## src/rtl/idc_stream.sv

```systemverilog
// idc_stream: serial identity-code checker and check-digit generator.
// One letter-code beat starts a frame, followed by decimal digit beats.
// A weighted modulo-10 checksum is accumulated across the frame.
// One cycle after the final beat, a single result pulse reports:
//   - legality of the frame,
//   - the error class,
//   - in generate mode, the check digit that would make the frame legal.
module idc_stream #(
    parameter int NUM_DIGITS = 9,
    parameter int LETTER_MIN = 10,
    parameter int LETTER_MAX = 35
) (
    input  logic       clk,
    input  logic       rst,
    input  logic       in_valid,
    input  logic       in_mode,
    input  logic       in_abort,
    input  logic [5:0] in_id,
    output logic       out_valid,
    output logic       out_legal_id,
    output logic [1:0] out_err,
    output logic [3:0] out_check_digit,
    output logic       busy
);

    localparam logic [3:0] ND   = 4'(NUM_DIGITS);
    localparam logic [5:0] LMIN = 6'(LETTER_MIN);
    localparam logic [5:0] LMAX = 6'(LETTER_MAX);

    localparam logic [1:0] ERR_NONE   = 2'd0;
    localparam logic [1:0] ERR_LETTER = 2'd1;
    localparam logic [1:0] ERR_DIGIT  = 2'd2;

    typedef enum logic {
        IDLE   = 1'b0,
        DIGITS = 1'b1
    } state_t;

    // Reduce a partial sum (at most 141) to its residue mod 10.
    function automatic logic [3:0] mod10(input logic [7:0] v);
        return 4'(v % 8'd10);
    endfunction

    // Check digit that brings a residue back to zero.
    function automatic logic [3:0] complement10(input logic [3:0] a);
        return (a == 4'd0) ? 4'd0 : 4'(4'd10 - a);
    endfunction

    state_t     state;
    logic       mode_q;
    logic [3:0] acc_q;
    logic [3:0] cnt_q;
    logic [1:0] err_q;

    logic       valid_p1;
    logic       legal_p1;
    logic [1:0] err_p1;
    logic [3:0] cd_p1;

    // Letter-beat contributions.
    logic [5:0] letter_tens;
    logic [5:0] letter_ones;
    logic [3:0] letter_acc;
    logic       letter_bad;

    // Digit-beat contributions.
    logic [3:0] beat_k;
    logic [3:0] weight;
    logic [3:0] k_total;
    logic       digit_ok;
    logic [7:0] digit_prod;
    logic [3:0] acc_nxt;
    logic [1:0] err_nxt;
    logic       last_beat;

    // Letter split into tens/ones; the ones digit carries weight NUM_DIGITS.
    always_comb begin
        letter_tens = in_id / 6'd10;
        letter_ones = in_id % 6'd10;
        letter_acc  = mod10(8'(letter_tens) + 8'(letter_ones) * 8'(ND));
        letter_bad  = (in_id < LMIN) || (in_id > LMAX);
    end

    // Digit beat k weighs NUM_DIGITS-k, except the final check-mode beat which weighs 1.
    // An out-of-range digit contributes nothing; only the first error is kept.
    always_comb begin
        beat_k     = cnt_q + 4'd1;
        weight     = (beat_k < ND) ? 4'(ND - beat_k) : 4'd1;
        k_total    = mode_q ? 4'(ND - 4'd1) : ND;
        digit_ok   = (in_id <= 6'd9);
        digit_prod = digit_ok ? 8'(in_id[3:0]) * 8'(weight) : 8'd0;
        acc_nxt    = mod10(8'(acc_q) + digit_prod);
        err_nxt    = (err_q == ERR_NONE && !digit_ok) ? ERR_DIGIT : err_q;
        last_beat  = (beat_k == k_total);
    end

    // Frame FSM plus the one-cycle result register; results default to 0 every cycle.
    always_ff @(posedge clk) begin
        if (rst) begin
            state    <= IDLE;
            mode_q   <= 1'b0;
            acc_q    <= 4'd0;
            cnt_q    <= 4'd0;
            err_q    <= ERR_NONE;
            valid_p1 <= 1'b0;
            legal_p1 <= 1'b0;
            err_p1   <= ERR_NONE;
            cd_p1    <= 4'd0;
        end else begin
            valid_p1 <= 1'b0;
            legal_p1 <= 1'b0;
            err_p1   <= ERR_NONE;
            cd_p1    <= 4'd0;
            case (state)
                IDLE: begin
                    if (in_valid && !in_abort) begin
                        state  <= DIGITS;
                        mode_q <= in_mode;
                        acc_q  <= letter_acc;
                        cnt_q  <= 4'd0;
                        err_q  <= letter_bad ? ERR_LETTER : ERR_NONE;
                    end
                end
                DIGITS: begin
                    if (in_abort) begin
                        state <= IDLE;
                        acc_q <= 4'd0;
                        cnt_q <= 4'd0;
                        err_q <= ERR_NONE;
                    end else if (in_valid) begin
                        if (last_beat) begin
                            state    <= IDLE;
                            acc_q    <= 4'd0;
                            cnt_q    <= 4'd0;
                            err_q    <= ERR_NONE;
                            valid_p1 <= 1'b1;
                            err_p1   <= err_nxt;
                            if (err_nxt != ERR_NONE) begin
                                legal_p1 <= 1'b0;
                                cd_p1    <= 4'd0;
                            end else if (mode_q) begin
                                legal_p1 <= 1'b1;
                                cd_p1    <= complement10(acc_nxt);
                            end else begin
                                legal_p1 <= (acc_nxt == 4'd0);
                                cd_p1    <= 4'd0;
                            end
                        end else begin
                            acc_q <= acc_nxt;
                            err_q <= err_nxt;
                            cnt_q <= beat_k;
                        end
                    end
                end
                default: state <= IDLE;
            endcase
        end
    end

    assign out_valid       = valid_p1;
    assign out_legal_id    = legal_p1;
    assign out_err         = err_p1;
    assign out_check_digit = cd_p1;
    assign busy            = (state == DIGITS);

endmodule
```

## config.mk

```make
export PLATFORM = sky130hd
export DESIGN_NAME = idc_stream
export DESIGN_NICKNAME = d
export VERILOG_FILES = /design/src/rtl/idc_stream.sv
export SDC_FILE = /design/constraint.sdc
export NUM_CORES = 1
export LEC_CHECK = 0
export BUFFER_PORTS_ARGS = -buffer_cell sky130_fd_sc_hd__buf_2
export CAP_MARGIN = 20
export CORE_MARGIN = 3
export CORE_UTILIZATION = 65
export CTS_BUF_LIST = sky130_fd_sc_hd__clkbuf_8
export CTS_CLUSTER_DIAMETER = 30
export CTS_CLUSTER_SIZE = 16
export DETAILED_ROUTE_END_ITERATION = 8
export GPL_TIMING_DRIVEN = 0
export HOLD_SLACK_MARGIN = 0.12
export PLACE_DENSITY = 0.84
export SETUP_SLACK_MARGIN = 0.3
export SLEW_MARGIN = 5
export SYNTH_ARGS = -nofsm -noshare
export SYNTH_HDL_FRONTEND = slang
export SYNTH_SLANG_ARGS = --single-unit
```

## constraint.sdc

```tcl
create_clock -name clk -period 12.15 [get_ports clk]
set_input_delay 0 -clock clk [delete_from_list [all_inputs] [get_ports clk]]
set_output_delay 0 -clock clk [all_outputs]
set_load 0.005 [all_outputs]
```

==> impl_metrics.json <==
{
  "cts_buffers": 3,
  "crit_path_start_kind": "register",
  "setup.worst_path.start": "cnt_q[0]",
  "power.leakage_nw": 1.66,
  "ctsResizeCount": 0,
  "syn-num-nets": 538,
  "holdPathEnd": "err_q[0]",
  "cts_max_level": 1,
  "max_freq_ghz": 0.145,
  "placementRows": 26,
  "grt_pass1_wl_um": 16200,
  "syn_inst": 485,
  "rrSetupSlack_ns": 5.27,
  "dpl.cell_count": 570,
  "grt_overflow": 0,
  "crit-reg2reg-launch": "cnt_q[0]",
  "hold_depth": 4,
  "num-fill-cells": 432,
  "r2r_cells": 24,
  "grt_max_degree": 12,
  "dpl-instance-area_mm2": 0.00376,
  "wirelength_um": 9100,
  "antenna-diode-count": 0,
  "final_area_mm2": 0.00386,
  "initial_utilization_pct": 68.7,
  "drc": 0,
  "crit_type": "register to register",
  "hold_path.startpoint": "in_valid",
  "insertion_delay_ns": 0.26,
  "synth_fa_ha_area_share_pct": 16.1,
  "synth-seq-cells": 20,
  "vias_per_cell": 6.69,
  "ys.flop_type": "dfxtp_1",
  "finalCriticalPeriod_ns": 6.88,
  "cts_hold_buf": 5,
  "mappedNetlistArea_mm2": 0.00360,
  "hold_path.class": "input port to register",
  "ys_async_sr_fraction_pct": 0,
  "synth_top_area_share_pct": 12.5,
  "post-route-period-util_pct": 56.6,
  "maxCapViolCount": 0,
  "status": "complete, no violations",
  "firstDrtPassIters": 5,
  "power_density_mw_per_mm2": 121,
  "vias": 3873,
  "hold_viol_final": 0,
  "ys.warnings.count": 0,
  "worst_pin_slew_ns": 0.758,
  "stdcell_count": 579,
  "antenna_found_initial": 0,
  "crit_path_end_kind": "register",
  "yosys.area.top_type": "ha_1",
  "clock-sinks": 20,
  "clk_transition_reported_paths_ns": 0.08,
  "io_pins": 20,
  "synthTopCellsByArea": "ha_1 13%, dfxtp_1 11%, nor2_1 5.5%",
  "rsz0062_at_grt": "no",
  "seq_area_frac_synth_pct": 11.1,
  "die_w_um": 80.4,
  "relSlewSlack_pct": 49.1,
  "synth_top_family_by_area": "simple AND/OR/NAND/NOR gates",
  "synth_simple_gate_area_share_pct": 31.0,
  "worstPathArrival_ns": 7.07,
  "synth_area_per_cell_um2": 7.42,
  "rr_endpoint": "out_check_digit[1]",
  "area_growth_pct": 7.44,
  "coreArea_mm2": 0.00524,
  "yosysMostFrequentCell": "nor2_1",
  "holdWs_ns": 0.161,
  "yosys-top-cells-count": "53 x nor2_1, 37 x nand2_1, 36 x ha_1",
  "final-setup-viol-count": 0,
  "synth-edff-count": 0,
  "port-buffer-count": 15,
  "synth.area.mux_share_pct": 1.95,
  "hpwl_um": 7010,
  "grt_util_all_layers_pct": 30.0,
  "wl_per_cell_um": 15.7,
  "cts_setup_buffers": 0,
  "die_h_um": 80.4,
  "fin_skew_ns": 0.00136,
  "synthXorXnorAreaFrac_pct": 6.05,
  "dieArea_mm2": 0.00646,
  "crit_required_ns": 12.33,
  "tns_ns": 0,
  "slew_violations": 0,
  "drive_above_1_share_pct": 10.0,
  "ir_worst_vdd_v": 0.000129,
  "nets": 563,
  "worstPathMaxFanout": 8,
  "grt_pass1_vias": 3671,
  "cts_tree": "yes",
  "drt_iter0_markers": 255,
  "cts_root_buf": "clkbuf_8",
  "gp_congestion": 0.872,
  "synth_compound_area_share_pct": 28.8,
  "synth_cell_types": 84,
  "ant_nets": 0,
  "clk_path_buf_depth": 2
}
## flip-flops by register name, summed over array words and instances, names as in the netlist
name	flops
cnt_q	4
out_err	2
out_check_digit	4
out_legal_id	1
acc_q	4
busy	1
mode_q	1
err_q	2
out_valid	1
## final cells by class
cell class              instances  area, µm²  area share [%]
repair buffers                 20        125            3.24
plain buffers                  20        124            3.20
clock buffers                   4       55.1            1.42
multi-input cells             432       3020            78.2
well taps                      70       87.6            2.27
inverters                      13       48.8            1.26
flip-flops and latches         20        400            10.4
## placed cells by master, fill, tap and decap left out, types with 4 or more instances in the layout
master,n
a211o_1,6
a211oi_1,5
a21boi_0,4
a21o_1,6
a21oi_1,24
a221oi_1,5
a311oi_1,4
a31oi_1,8
and2_1,10
and3_1,13
buf_2,17
clkbuf_1,10
clkbuf_8,5
dfxtp_1,20
dlygate4sd3_1,5
fa_1,6
ha_1,36
inv_1,11
mux2i_1,7
nand2_1,37
nand2b_1,4
nand3_1,19
nand4_1,7
nor2_1,53
nor2b_1,11
nor3_1,24
nor4_1,8
o211ai_1,8
o21a_1,7
o21ai_0,24
o22ai_1,4
or3_1,4
xnor2_1,18
xor2_1,5
## metal layers
| metal | share of wire [%] | track usage [%] |
|---|---|---|
| met3 | 4.7 | 3.14 |
| met2 | 52 | 55.0 |
| met4 | 1.3 | 9.80 |
| met5 | 0 | 0 |
| met1 | 42 | 36.2 |
## logic make-up after synthesis
family,Yosys count
XOR/XNOR,24
AND/OR/NAND/NOR,213
flip-flops,20
multiplexers,7
other,1
AO/OA/AOI/OAI,144
buffers and inverters,33
adder cells (fa/ha/maj),43
## power by group
part | switching [W] | internal, W | total, W
Clock | 0.0000232 | 0.0000289 | 0.0000521
Sequential | 0.00000343 | 0.0000689 | 0.0000723
Combinational | 0.000208 | 0.000133 | 0.000342
## through the flow
stage / worst slack (ns) / util [%] / power, W
3_3_place_gp: 5.50 / 71.8 / 0.000396
2_1_floorplan: 6.21 / - / 0.000343
6_report: 5.27 / 73.8 / 0.000466
5_1_grt: 4.73 / 73.8 / 0.000510
4_1_cts: 5.35 / 73.8 / 0.000460
3_5_place_dp: 5.38 / 71.8 / 0.000407
## worst max path at each step
stage / endpoint / depth (start not counted)
floorplan: out_check_digit[3] / 24
global placement: out_check_digit[1] / 24
detailed placement: out_check_digit[1] / 24
CTS: out_check_digit[1] / 24
global route: out_check_digit[1] / 24
finish: out_check_digit[1] / 24
## critical path: stages (launching register included)
cell and delay [ns]:
dfxtp_1 0.49, ha_1 0.25, xor2_1 0.23, inv_1 0.07
ha_1 0.22, mux2i_1 0.33, nor2b_1 0.12, fa_1 0.52
fa_1 0.54, fa_1 0.49, and3_1 0.16, ha_1 0.36
a21oi_1 0.30, and2_1 0.17, clkbuf_1 0.22, a21oi_1 0.13
o221ai_1 0.20, a21boi_0 0.15, a31oi_1 0.55, nand2_1 0.32
o21a_1 0.27, a22o_1 0.22, nand2_1 0.06, ha_1 0.22
nor3_1 0.19
Note: power is estimated with default switching activity, not from simulation.
